==> src/rtl/bullet_scheduler_if.sv <==
// Player-controller / bullet-state bundle for bullet_scheduler.
// The player side drives the requests; the scheduler drives the bullet state.
interface bullet_scheduler_if #(
  parameter int NUM_BULLETS = 4
);
  logic                       shoot;
  logic                       reload_req;
  logic [9:0]                 PlayerX;
  logic [9:0]                 PlayerY;
  logic [1:0]                 Direction;
  logic [10*NUM_BULLETS-1:0]  BulletX;
  logic [10*NUM_BULLETS-1:0]  BulletY;
  logic [2*NUM_BULLETS-1:0]   BulletDir;
  logic [NUM_BULLETS-1:0]     BulletActive;
  logic [3:0]                 Ammo;
  logic                       Reloading;
  logic                       Fire_Ack;

  modport master (
    output shoot, reload_req, PlayerX, PlayerY, Direction,
    input  BulletX, BulletY, BulletDir, BulletActive, Ammo, Reloading, Fire_Ack
  );

  modport slave (
    input  shoot, reload_req, PlayerX, PlayerY, Direction,
    output BulletX, BulletY, BulletDir, BulletActive, Ammo, Reloading, Fire_Ack
  );
endinterface

==> src/rtl/bullet_scheduler.sv <==
// Per-frame projectile pool: spawns bullets at the player, moves live ones,
// retires them at the screen edge and runs the magazine/reload cycle.
module bullet_scheduler #(
  parameter int NUM_BULLETS   = 4,
  parameter int BULLET_STEP   = 4,
  parameter int MAG_SIZE      = 6,
  parameter int RELOAD_FRAMES = 30,
  parameter int X_MAX         = 639,
  parameter int Y_MAX         = 479
) (
  input  logic            Reset,
  input  logic            frame_clk,
  bullet_scheduler_if.slave bus
);

  localparam int               CNT_W    = $clog2(RELOAD_FRAMES + 1);
  localparam logic [3:0]       MAG_FULL = 4'(MAG_SIZE);
  localparam logic [CNT_W-1:0] CNT_PEN  = CNT_W'(RELOAD_FRAMES - 1);
  localparam logic [9:0]       X_LIM    = 10'(X_MAX);
  localparam logic [9:0]       Y_LIM    = 10'(Y_MAX);
  localparam logic signed [11:0] STEP_S = 12'(BULLET_STEP);

  typedef enum logic {READY, RELOADING} state_t;

  state_t                 state_q, state_d;
  logic [9:0]             x_q   [NUM_BULLETS];
  logic [9:0]             x_d   [NUM_BULLETS];
  logic [9:0]             y_q   [NUM_BULLETS];
  logic [9:0]             y_d   [NUM_BULLETS];
  logic [1:0]             dir_q [NUM_BULLETS];
  logic [1:0]             dir_d [NUM_BULLETS];
  logic [NUM_BULLETS-1:0] active_q, active_d;
  logic [NUM_BULLETS-1:0] alloc_oh;
  logic [3:0]             ammo_q, ammo_d, ammo_post;
  logic [CNT_W-1:0]       cnt_q, cnt_d;
  logic                   ack_q, ack_d;
  logic                   accept;
  logic                   free_seen;
  logic [10:0]            mv;

  // Returns {retire, next_coord}; signed 12-bit math so neither edge can wrap.
  function automatic logic [10:0] advance(input logic [9:0] pos,
                                          input logic       toward_zero,
                                          input logic [9:0] limit);
    logic signed [11:0] cur;
    logic signed [11:0] nxt;
    cur = $signed({2'b00, pos});
    nxt = toward_zero ? (cur - STEP_S) : (cur + STEP_S);
    advance = {(nxt < 12'sd0) || (nxt > $signed({2'b00, limit})), nxt[9:0]};
  endfunction

  // Lowest-index slot that was free before the edge; retiring slots don't count.
  always_comb begin
    free_seen = 1'b0;
    alloc_oh  = '0;
    for (int i = 0; i < NUM_BULLETS; i++) begin
      alloc_oh[i] = ~active_q[i] & ~free_seen;
      free_seen   = free_seen | ~active_q[i];
    end
  end

  always_comb begin
    state_d  = state_q;
    ammo_d   = ammo_q;
    cnt_d    = cnt_q;
    active_d = active_q;
    ack_d    = 1'b0;
    x_d      = x_q;
    y_d      = y_q;
    dir_d    = dir_q;
    mv       = '0;

    accept    = (state_q == READY) && bus.shoot && (ammo_q != 4'd0) && (|alloc_oh);
    ammo_post = accept ? (ammo_q - 4'd1) : ammo_q;

    for (int i = 0; i < NUM_BULLETS; i++) begin
      if (active_q[i]) begin
        // dir[1] selects the Y axis; left (0) and up (3) move toward zero
        mv = dir_q[i][1] ? advance(y_q[i], dir_q[i][0], Y_LIM)
                         : advance(x_q[i], ~dir_q[i][0], X_LIM);
        if (mv[10])          active_d[i] = 1'b0;
        else if (dir_q[i][1]) y_d[i]     = mv[9:0];
        else                  x_d[i]     = mv[9:0];
      end
      if (accept && alloc_oh[i]) begin
        x_d[i]      = bus.PlayerX;
        y_d[i]      = bus.PlayerY;
        dir_d[i]    = bus.Direction;
        active_d[i] = 1'b1;
      end
    end

    unique case (state_q)
      READY: begin
        ammo_d = ammo_post;
        ack_d  = accept;
        if ((accept && ammo_post == 4'd0) || (bus.reload_req && ammo_post < MAG_FULL))
          state_d = RELOADING;
      end
      RELOADING: begin
        if (cnt_q == CNT_PEN) begin
          state_d = READY;
          cnt_d   = '0;
          ammo_d  = MAG_FULL;
        end else begin
          cnt_d = cnt_q + 1'b1;
        end
      end
      default: state_d = READY;
    endcase
  end

  always_ff @(posedge frame_clk or posedge Reset) begin
    if (Reset) begin
      state_q  <= READY;
      ammo_q   <= MAG_FULL;
      cnt_q    <= '0;
      ack_q    <= 1'b0;
      active_q <= '0;
      for (int i = 0; i < NUM_BULLETS; i++) begin
        x_q[i]   <= '0;
        y_q[i]   <= '0;
        dir_q[i] <= '0;
      end
    end else begin
      state_q  <= state_d;
      ammo_q   <= ammo_d;
      cnt_q    <= cnt_d;
      ack_q    <= ack_d;
      active_q <= active_d;
      x_q      <= x_d;
      y_q      <= y_d;
      dir_q    <= dir_d;
    end
  end

  for (genvar g = 0; g < NUM_BULLETS; g++) begin : g_pack
    assign bus.BulletX[10*g +: 10]  = x_q[g];
    assign bus.BulletY[10*g +: 10]  = y_q[g];
    assign bus.BulletDir[2*g +: 2]  = dir_q[g];
  end

  assign bus.BulletActive = active_q;
  assign bus.Ammo         = ammo_q;
  assign bus.Reloading    = (state_q == RELOADING);
  assign bus.Fire_Ack     = ack_q;

endmodule

==> src/flat_wrapper.sv <==
// flat-port wrapper written by rule: the top's interface ports become plain ports
module bullet_scheduler_flat 
#(
  parameter int NUM_BULLETS   = 4,
  parameter int BULLET_STEP   = 4,
  parameter int MAG_SIZE      = 6,
  parameter int RELOAD_FRAMES = 30,
  parameter int X_MAX         = 639,
  parameter int Y_MAX         = 479
)
  (Reset, frame_clk, bus_shoot, bus_reload_req, bus_PlayerX, bus_PlayerY, bus_Direction, bus_BulletX, bus_BulletY, bus_BulletDir, bus_BulletActive, bus_Ammo, bus_Reloading, bus_Fire_Ack);
  bullet_scheduler_if #(.NUM_BULLETS(NUM_BULLETS)) bus_i ();
  input  logic Reset;
  input  logic frame_clk;
  input wire logic [$bits(bus_i.shoot)-1:0] bus_shoot;
  input wire logic [$bits(bus_i.reload_req)-1:0] bus_reload_req;
  input wire logic [$bits(bus_i.PlayerX)-1:0] bus_PlayerX;
  input wire logic [$bits(bus_i.PlayerY)-1:0] bus_PlayerY;
  input wire logic [$bits(bus_i.Direction)-1:0] bus_Direction;
  output wire logic [$bits(bus_i.BulletX)-1:0] bus_BulletX;
  output wire logic [$bits(bus_i.BulletY)-1:0] bus_BulletY;
  output wire logic [$bits(bus_i.BulletDir)-1:0] bus_BulletDir;
  output wire logic [$bits(bus_i.BulletActive)-1:0] bus_BulletActive;
  output wire logic [$bits(bus_i.Ammo)-1:0] bus_Ammo;
  output wire logic [$bits(bus_i.Reloading)-1:0] bus_Reloading;
  output wire logic [$bits(bus_i.Fire_Ack)-1:0] bus_Fire_Ack;
  assign bus_i.shoot = bus_shoot;
  assign bus_i.reload_req = bus_reload_req;
  assign bus_i.PlayerX = bus_PlayerX;
  assign bus_i.PlayerY = bus_PlayerY;
  assign bus_i.Direction = bus_Direction;
  assign bus_BulletX = bus_i.BulletX;
  assign bus_BulletY = bus_i.BulletY;
  assign bus_BulletDir = bus_i.BulletDir;
  assign bus_BulletActive = bus_i.BulletActive;
  assign bus_Ammo = bus_i.Ammo;
  assign bus_Reloading = bus_i.Reloading;
  assign bus_Fire_Ack = bus_i.Fire_Ack;
  bullet_scheduler #(.NUM_BULLETS(NUM_BULLETS), .BULLET_STEP(BULLET_STEP), .MAG_SIZE(MAG_SIZE), .RELOAD_FRAMES(RELOAD_FRAMES), .X_MAX(X_MAX), .Y_MAX(Y_MAX)) u_core (.Reset(Reset), .frame_clk(frame_clk), .bus(bus_i));
endmodule
==> config.mk <==
export PLATFORM = sky130hd
export DESIGN_NAME = bullet_scheduler_flat
export DESIGN_NICKNAME = d
export VERILOG_FILES = /design/src/rtl/bullet_scheduler_if.sv /design/src/rtl/bullet_scheduler.sv /design/src/flat_wrapper.sv
export SDC_FILE = /design/constraint.sdc
export NUM_CORES = 1
export LEC_CHECK = 0
export ABC_AREA = 1
export CAP_MARGIN = 20
export CORE_MARGIN = 3
export CORE_UTILIZATION = 60
export CTS_BUF_LIST = sky130_fd_sc_hd__clkbuf_2
export DETAILED_ROUTE_END_ITERATION = 12
export HOLD_SLACK_MARGIN = 0.08
export PLACE_DENSITY = 0.91
export SYNTH_ARGS = -nofsm -noshare
export SYNTH_HDL_FRONTEND = slang
export SYNTH_SLANG_ARGS = --single-unit
==> constraint.sdc <==
create_clock -name frame_clk -period 8.8 [get_ports frame_clk]
set_input_delay 0.88 -clock frame_clk [delete_from_list [all_inputs] [get_ports frame_clk]]
set_output_delay 0.88 -clock frame_clk [all_outputs]
set_load 0.02 [all_outputs]
; ---- Word level (Yosys, flattened, before mapping)
; Index checks and enable logic that the tools add are counted.
[totals]
romBits = 0
out_inout_bits = 98
latch_bits = 0
inputBits = 26
wordCells = 175
ramBits = 0
n_memories = 0
ff_bits = 103
[classes]
magnitude_cmp = 17
addsub = 18
mux = 64
n_eq_ne = 10
reduce_logical = 37
n_mul = 0
div_mod_pow = 0
shifts = 0
n_bitwise = 12
[ops]
columns = operator, count
row1 = 2-to-1 mux 10 bit, 32
row2 = "< comparator 12 x 1 -> 1 bit, second input constant", 8
row3 = 2-to-1 mux 12 bit, 8
row4 = "adder 10 x 3 -> 11 bit, second input constant", 8
row5 = "subtractor 10 x 3 -> 11 bit, second input constant", 8
row6 = "> comparator 12 x 10 -> 1 bit, second input constant", 4
row7 = "> comparator 12 x 11 -> 1 bit, second input constant", 4
row8 = 2-to-1 mux 11 bit, 4
row9 = AND reduction 3 bit, 8
row10 = "inequality test 2 bit, second input constant", 9
row11 = nonzero test 2 bit, 8
row12 = 2-to-1 mux 1 bit, 15
row13 = logical AND 1 bit, 9
row14 = logical OR 1 bit, 9
row15 = 2-to-1 mux 4 bit, 2
row16 = case mux 4 bit (2 select lines), 1
row17 = NOT 1 bit, 7
row18 = "adder 5 x 1 -> 5 bit, second input constant", 1
row19 = "equality test 5 bit, second input constant", 1
row20 = 2-to-1 mux 5 bit, 1
row21 = logical NOT 4 bit, 1
row22 = "< comparator 4 x 3 -> 1 bit, second input constant", 1
row23 = nonzero test 4 bit, 1
row24 = OR reduction 4 bit, 1
row25 = other kinds (4), 7

; ---- Logic depth before layout (Yosys ltp)
[logic_depth]
word_depth = 13
depth_mapped = 17
mapped_depth_nobuf = 16

; ---- Worst setup path before layout
; OpenSTA, ideal clock, no wires.
[synth_path]
kind = input-to-reg
startpoint = input port bus_shoot
endpoint = register u_core.y_q (netlist bit u_core.bus.BulletY[20])
path_stages = 11
required_ns = 8.682
arrival_ns = 2.137
path_buffers = 0
slack_ns = 6.545
setup_ns = 0.118
path_cell_list = inv_1 nor2_1 nand2_1 inv_1 nand2_1 nand2_1 clkinv_1 a22oi_1 o21ai_0 nand3_1 nand2_1
[synth_between]
elab_chain_cells = 6
word_cells_on_any_way = 9
classes_between = eq/ne: 1 / mux: 1 / reduce/logical: 7
[synth_lines]
columns = element, line_no
row1 = "start, declared", flat_wrapper.sv:15  ; input wire logic [$bits(bus_i.shoot)-1:0] bus_shoot;
row2 = logical AND 1 bit (*) (3 in a row), bullet_scheduler.sv:73  ; accept = (state_q == READY) && bus.shoot && (ammo_q != 4'd0) && (|alloc_oh);
row3 = logical AND 1 bit (*), bullet_scheduler.sv:85  ; if (accept && alloc_oh[i]) begin
row4 = inequality test 2 bit (no source line) / nonzero test 2 bit (equally long branches), --
row5 = AND reduction 3 bit (no source line), --
row6 = "end signal, assigned", bullet_scheduler.sv:132  ; y_q <= y_d;
row7 = "end, declared", bullet_scheduler.sv:28  ; logic [9:0] y_q [NUM_BULLETS];
; Mark *: on every way between the ends. The rest lies on a longest branch, timed or not.
; A chain may end at the register's enable or synchronous reset.

; ---- Final worst setup path
[layout_path]
startpoint = input port bus_shoot
endpoint = register u_core.x_q (netlist bit u_core.bus.BulletX[16])
[layout_between]
elab_chain_cells = 6
word_cells_on_any_way = 9
classes_between = eq/ne: 2 / mux: 1 / reduce/logical: 6
[layout_lines]
columns = element, line_no
row1 = logical AND 1 bit (*) (3 in a row), bullet_scheduler.sv:73
row2 = logical AND 1 bit (*), bullet_scheduler.sv:85
row3 = inequality test 2 bit (no source line) / nonzero test 2 bit (equally long branches), --
row4 = AND reduction 3 bit (no source line), --
row5 = "end signal, assigned by index", bullet_scheduler.sv:121  ; x_q[i] <= '0;
row6 = "end signal, assigned", bullet_scheduler.sv:131  ; x_q <= x_d;
row7 = "end, declared", bullet_scheduler.sv:26  ; logic [9:0] x_q [NUM_BULLETS];
; Marks and branches as above.

==> results.txt <==
The worst-case IR drop observed on VDD is 0.221 mV. The synthesized design devotes to its leading area cell type about a third of total area. The area of the mapped netlist is 7790 sq um. The count of placed standard cells in the final layout, fillers left out came out at 1485. The global-route wire length before repair is 38600 um. The final instance area is 9220 sq um.

The clock network accounts for 11.3% of the total power. The total overflow reported by the global router came out at 0. Entering global routing, the biggest net connects 55 pins. The hold-fix buffer count after cts came out at 0. The initial cell density of the core came out at 61.5%. The internal portion of total power came out at approximately 1.2 mW. By area the synthesized netlist is led by dfrtp_1 32%, nand2_1 21%, nand3_1 11%. The cell sitting at the root of the clock tree is a clkbuf_2. The average wire length per cell after detail routing came out at about 16 um.

The number of input and output port buffers inserted is 123. The post-synthesis async set-or-reset flop share is 100%. The die is roughly 120 um tall. The share of total power in combinational logic is 55.1%. The count of max-cap constraint violations came out at 0. The final net count came out at around 1400. The global routing usage summed across all routing layers came out at 33.0%. The number of design rule violations left after detail routing came out at 0. The largest total area in the synthesized netlist belongs to dfrtp_1.

The first-iteration detailed-routing DRC count came out at between 900 and 1000. Setup violations remaining at the end of the flow were counted as 0. The maximum fanout along the worst path came out at 27. The register area share after synthesis is 33.1%. The critical path in this run is classified as input pin to flop. The number of search-and-repair iterations in the first detailed-routing pass came out at 6. The average cell area after synthesis came out at 6.44 sq um.

The count of final hold-check violations came out at 0. met2 is the most crowded layer. The kind of start point of the critical path is an input pin.

Net switching is 50.6% of the power. The post-synthesis instance total is 1210. Global routing used 6.08% of the available met3 tracks. The total placed instance area came out at 9070 sq um. Between clock sinks in the finished design, the worst skew comes to 0.0170 ns. STA classifies the critical path endpoint as a flop.

Per report_power, the sequential group accounts for 33.5% of the total. The detail route stage leaves a number of antenna-violating nets equal to 0. The insertion delay to the later sink of the worst-skew pair came out at 0.59 ns. The number of core rows came out at 41.

The power per cell area came out at 263 nW/um^2. The final route contains 8802 vias. The count of unique library cells instantiated by Yosys came out at 40. The detailed-placement wirelength estimate came out at 17800 um. By count the netlist is led by 443 x nand2_1, 172 x nand3_1, 125 x inv_1. Headroom to the max-slew limit came out at 27.2%. At the worst endpoint, the arrival time is 3.85 ns. Buffers inserted during clock tree synthesis total 9. No sink is reached through more buffers than the 2 on the longest clock path. The number of flops mapped to enable cells by yosys came out at 0. For the pin with the worst max-slew slack, the measured transition is 1.08 ns. The most used flip-flop cell after synthesis is dfrtp_1. After clock tree synthesis, the clock-pin slew on the worst setup and hold paths is 0.29 ns. The count of yosys warnings during synthesis is 0. The die is 120 um wide. The net switching power is 1.23 mW. The fmax came out at between 200 and 300 MHz. The TritonCTS clock tree is done. The weighted congestion reported at the end of routability-driven placement came out at 0.974.

Of the cells placed in the final design, the portion with a size suffix greater than 1 is 2.82%. After filler insertion, the fill cell instance count of the layout stands at 1034. The least setup slack across all paths after layout came out at 5.46 ns.

The post-layout minimum cycle time came out at 3.34 ns. At the placement stage, the worst setup path has a slack of about 5 ns. Setup repair after global routing left no endpoint under its margin. After clock tree synthesis, the setup repair step added 0 buffers. Counting tap cells, the placed design contains a total of ~1500 instances. In this run the worst hold path is classified as flop to flop. The final cycle utilization of the critical path is 37.9%. For this design, the sink count on the clock tree is ~100. In the global route stage, met2 resource usage came out at 51.7%. The number of antenna diodes is 0. The via count of the first global-routing pass came out at 7735. The post-route setup TNS is 0 ns. The area of the die came out at 14400 sq um. Pin placement for this block handled between 100 and 150 I/O pins.

Among all cell types in the netlist, the one instantiated most often is nand2_1. The global routing usage on met1 came out at 46.1%. The run finished with clean final reports. The number of max-slew violations in the final report came out at 0. The area of the core is between 10000 and 15000 sq um. Summed over all cells, the static leakage comes to about 4.7 nW.

Compared with the post-synthesis result, the final layout area differs by 18.3%. The net count after synthesis came out at 1255. In this run the number of H-tree levels came out at 3. The initial antenna violation count came out at 0. The detailed-route wire length came out at 24000 um. In the routed layout, each cell is associated on average with a via count of 5.93. Synthesis inferred 103 register bits. The number of gates given a new drive strength after cts is 0.

Data on the critical path is required at its endpoint by 9.31 ns.
[logic make-up after synthesis]
| logic type | after synthesis | share of synthesized area, % |
|---|---|---|
| DFF | 103 | 33.1 |
| and+or+nand+nor | 767 | 42.4 |
| adders and majority gates | 19 | 3.05 |
| AOI/OAI and AO/OA | 133 | 10.5 |
| muxes | 1 | 0.128 |
| buffers and inverters | 167 | 8.59 |
| xor gates and xnor gates | 20 | 2.25 |
[worst max-delay path, cell delays in order]
cell	delay, ns
clkdlybuf4s50_1	0.45
inv_1	0.04
nor2_1	0.17
nand4_1	0.71
nand3_1	0.94
nand2_1	0.41
nand2_1	0.17
nand2_1	0.07
[final timing paths]
kind	from	end	slack [ns]	depth (start not counted)
worst min register to register	u_core.bus.BulletY[10]	u_core.bus.BulletY[10]	0.56	2
worst max-delay path	bus_shoot	u_core.bus.BulletX[16]	5.46	8
min in group asynchronous	Reset	u_core.bus.BulletX[10]	0.68	2
max in group asynchronous	Reset	u_core.bus.BulletX[39]	7.00	3
worst max register to register	u_core.bus.Ammo[1]	u_core.bus.BulletX[16]	5.48	8
worst min-delay path	u_core.bus.BulletY[10]	u_core.bus.BulletY[10]	0.56	2
[stage by stage]
| step | hold WS, ns | utilization, % | power, mW |
|---|---|---|---|
| after global placement | 0.492 | 71.6 | 2.09 |
| after floorplan | 0.492 | - | 1.68 |
| final | 0.563 | 72.8 | 2.43 |
| after global routing | 0.587 | 72.8 | 2.60 |
| after detailed placement | 0.499 | 71.6 | 2.11 |
| after CTS | 0.560 | 72.8 | 2.39 |
[layout make-up]
| type | instances | area (sq um) | area share, % |
|---|---|---|---|
| Timing Repair Buffer | 125 | 1250 | 13.5 |
| Inverter | 129 | 487 | 5.28 |
| Sequential cell | 103 | 2580 | 28.0 |
| Multi-Input combinational cell | 940 | 4540 | 49.3 |
| Clock buffer | 9 | 45.0 | 0.489 |
| Clock inverter | 7 | 103 | 1.11 |
| Tap cell | 172 | 215 | 2.33 |
[power by group through the flow]
stage               sequential [mW]  combinational (mW)  clock [mW]
detailed placement            0.814                1.30           0
floorplan                     0.837               0.838           0
global placement              0.813                1.27           0
CTS                           0.805                1.31       0.272
finish                        0.814                1.34       0.274
global route                  0.833                1.48       0.292
[state kept, by name (all words and copies together) (netlist names)]
name / flops
u_core.bus.BulletX: 40
u_core.bus.BulletY: 40
u_core.bus.BulletDir: 8
u_core.cnt_q: 5
u_core.bus.Ammo: 4
u_core.bus.BulletActive: 4
u_core.bus.Fire_Ack: 1
u_core.bus.Reloading: 1
[layout by cell type, fill, tap and decap left out, drive strengths merged, types with 3 or more instances in the layout]
| cell type | count |
|---|---|
| nand2 | 449 |
| nand3 | 173 |
| inv | 131 |
| clkdlybuf4s50 | 123 |
| dfrtp | 101 |
| nor2 | 76 |
| o21ai | 59 |
| nand4 | 30 |
| o211ai | 27 |
| nor3 | 22 |
| a21oi | 20 |
| ha | 19 |
| xor2 | 17 |
| a22oi | 14 |
| nand3b | 12 |
| clkbuf | 9 |
| o221ai | 6 |
| o22ai | 4 |
| xnor2 | 3 |
| clkinv | 3 |
[per-layer routing]
layer / up-vias / part of all wire [%]
li1: 4174 / -
met1: 4030 / 41
met2: 516 / 46
met3: 82 / 9.6
met4: 0 / 3.5
met5: - / 0
Power figures use the tool's default switching activity.
